`src/rtl/rx_buf.sv`:
```
// rx_buf: FWFT circular receive byte buffer; sticky overrun flag when RX_BUF_OVERRUN_EN is defined
module rx_buf #(
  parameter int DEPTH_LOG2 = 3
) (
  input  logic                  clk,
  input  logic                  rst,
  input  logic [7:0]            din,
  input  logic                  din_vld,
  input  logic                  rd,
  output logic [7:0]            dout,
  output logic                  empty,
  output logic                  full,
  output logic [DEPTH_LOG2:0]   count,
  output logic                  ovr,
  input  logic                  ovr_clr
);
  localparam logic [DEPTH_LOG2:0] DEPTH = (DEPTH_LOG2+1)'(1 << DEPTH_LOG2);
  logic [7:0] mem_q [1 << DEPTH_LOG2];
  logic [DEPTH_LOG2-1:0] wr_ptr_q, wr_ptr_d, rd_ptr_q, rd_ptr_d;
  logic [DEPTH_LOG2:0] count_q, count_d;
  logic wr_en, rd_en;
  assign empty = count_q == '0;
  assign full  = count_q == DEPTH;
  assign count = count_q;
  assign dout  = empty ? 8'h00 : mem_q[rd_ptr_q];
  assign wr_en = din_vld && (!full || rd);
  assign rd_en = rd && !empty;
  always_comb begin
    wr_ptr_d = wr_en ? wr_ptr_q + 1'b1 : wr_ptr_q;
    rd_ptr_d = rd_en ? rd_ptr_q + 1'b1 : rd_ptr_q;
    count_d  = (wr_en && !rd_en) ? count_q + 1'b1 :
               (rd_en && !wr_en) ? count_q - 1'b1 : count_q;
  end
  always_ff @(posedge clk) begin
    if (rst) begin
      wr_ptr_q <= '0;
      rd_ptr_q <= '0;
      count_q  <= '0;
    end else begin
      wr_ptr_q <= wr_ptr_d;
      rd_ptr_q <= rd_ptr_d;
      count_q  <= count_d;
    end
  end
  always_ff @(posedge clk)
    if (!rst && wr_en) mem_q[wr_ptr_q] <= din;
`ifdef RX_BUF_OVERRUN_EN
  logic ovr_q, ovr_d;
  always_comb ovr_d = (din_vld && full && !rd) ? 1'b1 : ovr_clr ? 1'b0 : ovr_q;
  always_ff @(posedge clk) ovr_q <= rst ? 1'b0 : ovr_d;
  assign ovr = ovr_q;
`else
  logic unused_ovr_clr;
  assign unused_ovr_clr = ovr_clr;
  assign ovr = 1'b0;
`endif
endmodule
```
`config.mk`:
```
export PLATFORM = sky130hd
export DESIGN_NAME = rx_buf
export DESIGN_NICKNAME = d
export VERILOG_FILES = /design/src/rtl/rx_buf.sv
export SDC_FILE = /design/constraint.sdc
export NUM_CORES = 1
export LEC_CHECK = 0
export CAP_MARGIN = 20
export CORE_AREA = 2 2 79 81
export DETAILED_ROUTE_END_ITERATION = 10
export DIE_AREA = 0 0 81 83
export PLACE_DENSITY = 0.75
export SLEW_MARGIN = 40
export SYNTH_ARGS = -nofsm -noshare
export SYNTH_HDL_FRONTEND = slang
export SYNTH_SLANG_ARGS = --single-unit
```
`constraint.sdc`:
```
create_clock -name clk -period 7.64 [get_ports clk]
set_input_delay 1.146 -clock clk [delete_from_list [all_inputs] [get_ports clk]]
set_output_delay 1.146 -clock clk [all_outputs]
set_load 0.01 [all_outputs]
```
==> results_dict.tcl <==
set metrics [dict create \
    outcome "finished, final reports clean" \
    finClkSkew_ns 0.006748 \
    cts.sink_count 77 \
    arrival_ns 2.41 \
    max_freq_mhz 281.2 \
    p_leak_nw 1.237 \
    htree_levels 3 \
    max-cap-violations 0 \
    drc_errors 0 \
    gp_congestion 0.6989 \
    cts_tree "yes" \
    setup_violations 0 \
    wirelength_um 5648 \
    path_delay_family "multiplexers" \
    route.vias.total 1622 \
    start_util 0.5351 \
    die_w_um 81 \
    antenna_left 0 \
    ys_ff_latch 77 \
    port_buffers 25 \
    min_path_type "flip-flop to flip-flop" \
    synth_top_area_frac 0.6176 \
    power_frac_seq 0.449 \
    swShare 0.2688 \
    netlist_area_um2 3112 \
    p_int_w 0.0008699 \
    cts_resized 0 \
    rows 28 \
    synth_area_per_cell_um2 17.58 \
    cts-root-buf "clkbuf_8" \
    cp_max_fo 16 \
    ys_seq_area_frac 0.7012 \
    final.setup.tns_ns 0 \
    final_cell_mix "64 x edfxtp_1, 25 x clkdlybuf4s50_1, 21 x nor2_1" \
    slowest_delay_ns 0.71 \
    drive_above_1_share 0.2176 \
    final_max_slew_viol_count 0 \
    grtUsageTotal 0.1885 \
    drtIter0Drc 183 \
    worst-path-buf-inv 1 \
    yosysWarnings 0 \
    clock_power_share 0.292 \
    clkLatencyLatePin_ns 0.34 \
    hold-path-cell-count 2 \
    rr_endpoint "count[3]" \
    p_switching_w 0.0003198 \
    fin_nets 230 \
    critPathCaptureType "output port" \
    layout_commonest_cell "edfxtp_1" \
    vias_per_cell 5.574 \
    regToRegSetupSlack_ns 4.76 \
    wl_per_cell_um 19.41 \
    tightest_slew_ns 0.8480 \
    rsz0062_at_grt "no" \
    post-route-min-period_ns 3.557 \
    clockBufferDepth 2 \
    fin_crit_sh 0.4655 \
    yosysTopAreaCell "edfxtp_1" \
    syn_inst 177 \
    finalHoldViolations 0 \
    cts_hold_buf 0 \
    synth_nets 196 \
    synthTopCellsByArea "edfxtp_1 62%, mux4_2 12%, dfxtp_1 8.4%, mux2i_1 3.2%, nor2_1 2.7%" \
    dr.pass1.iters 4 \
    syn_to_final_growth_pct 19.10 \
    combPwrFrac 0.259 \
    hpwl_um 3620 \
    overflow 0 \
    synth.distinct_cells 34 \
    fp.dieH_um 83 \
    path_class "flip-flop to output port" \
    antenna_found_initial 0 \
    first_global_vias 1762 \
    relSlewSlack 0.4326 \
    r2r-start "count[1]" \
    clk_transition_reported_paths_ns 0.08 \
    grt_max_degree 17 \
    min_from "rd_ptr_q[2]" \
    cts_made_buffers 9 \
    worstPathCellList "mux4_2, mux2i_1, nor2_1, clkdlybuf4s50_1" \
    cpMaxStageDelayCell "dfxtp_2" \
    startpoint_type "flip-flop" \
    rr_worst_depth 10 \
    diodes 0 \
    irDropWorstVdd_v 0.0001703 \
    post_cts_buffers 0 \
    cp.required_ns 6.49 \
    core_area_um2 5816 \
    ios 28 \
    power.density_nw_per_um2 321.0 \
    layoutNonFillerInstCount 291 \
    grt_pass1_wl_um 8997 \
    die_area_um2 6723 \
    dp_cells 275 \
]
## kinds of logic after synthesis
| group | count (synthesis) | synth area share |
|---|---|---|
| flip-flops | 77 | 0.7012 |
| XOR/XNOR | 5 | 0.01407 |
| multiplexers | 27 | 0.1516 |
| buffers and inverters | 12 | 0.02010 |
| adder cells (fa/ha/maj) | 6 | 0.02654 |
| other | 1 | 0.001205 |
| AND/OR/NAND/NOR | 41 | 0.06554 |
| AO/OA/AOI/OAI | 8 | 0.01971 |
## power by group through the flow
stage / clock network (W) / registers, W / logic [W]
final: 0.000348 / 0.000534 / 0.000308
after global routing: 0.000373 / 0.000543 / 0.000338
after CTS: 0.000353 / 0.000537 / 0.000313
after detailed placement: 0 / 0.000545 / 0.000312
after global placement: 0 / 0.000542 / 0.000301
after floorplan: 0 / 0.000507 / 0.000224
## worst max path at each step
stage                     depth (start not counted)  slack (ns)  endpoint
after global placement                            4        4.05   dout[0]
after CTS                                         4        4.03   dout[0]
after global routing                              4        3.92   dout[0]
final                                             4        4.08   dout[0]
after floorplan                                   9        4.79  count[3]
after detailed placement                         10        4.04  count[3]
## worst register-to-register path: cells and delay by family, from the launching register on
kind / cells / cell delay, ns
AO/OA/AOI/OAI: 4 / 0.67
AND/OR/NAND/NOR: 1 / 0.61
buffers and inverters: 2 / 0.24
adder cells (fa/ha/maj): 2 / 0.51
multiplexers: 1 / 0.34
flip-flops: 1 / 0.39
## state kept, by name (all words and copies together) (netlist names), named ones only
register  cells
rd_ptr_q      3
wr_ptr_q      3
count         4
mem_q        64
## synthesized netlist by cell type (all sizes together)
library cell and count:
dfxtp 13, edfxtp 64, mux4 16, mux2i 10
nand2 5, nor4 3, a31oi 1, nor3 3
buf 6, nand3 1, nand3b 2, a211oi 1
nor2b 1, xor2 4, fa 1, nand2b 2
conb 1, xnor2 1, or4b 1, clkbuf 3
mux2 1, nor2 22, inv 3, nor4b 1
o21ai 2, ha 5, a21oi 3, o211ai 1
## metrics by stage
step | setup WS [ns] | utilization | total power (W) | instance area, µm² | hold slack [ns]
floorplan | 4.790 | - | 0.0007311 | 3112 | 0.4847
global placement | 4.052 | 0.5955 | 0.0008430 | 3463 | 0.5145
detailed placement | 4.042 | 0.5957 | 0.0008571 | 3465 | 0.5329
CTS | 4.034 | 0.6368 | 0.001202 | 3704 | 0.5497
global route | 3.923 | 0.6373 | 0.001254 | 3706 | 0.5937
finish | 4.083 | 0.6373 | 0.001190 | 3706 | 0.5387
## routing by layer
metal / wire length [µm] / GRT usage
met1: 2310 / 0.2240
met2: 3043 / 0.3261
met3: 211 / 0.05000
met4: 83 / 0.06626
met5: 0 / 0
## layout make-up
cell class,count,area [µm²]
inverter,3,11.26
fill,419,2110
timing repair buffer,32,302.8
sequential,77,2183
tap,75,93.84
clock buffer,14,203.9
multi-input combinational,88,875.8
clock inverter,2,35.03
Note: power is estimated with default switching activity, not from simulation.
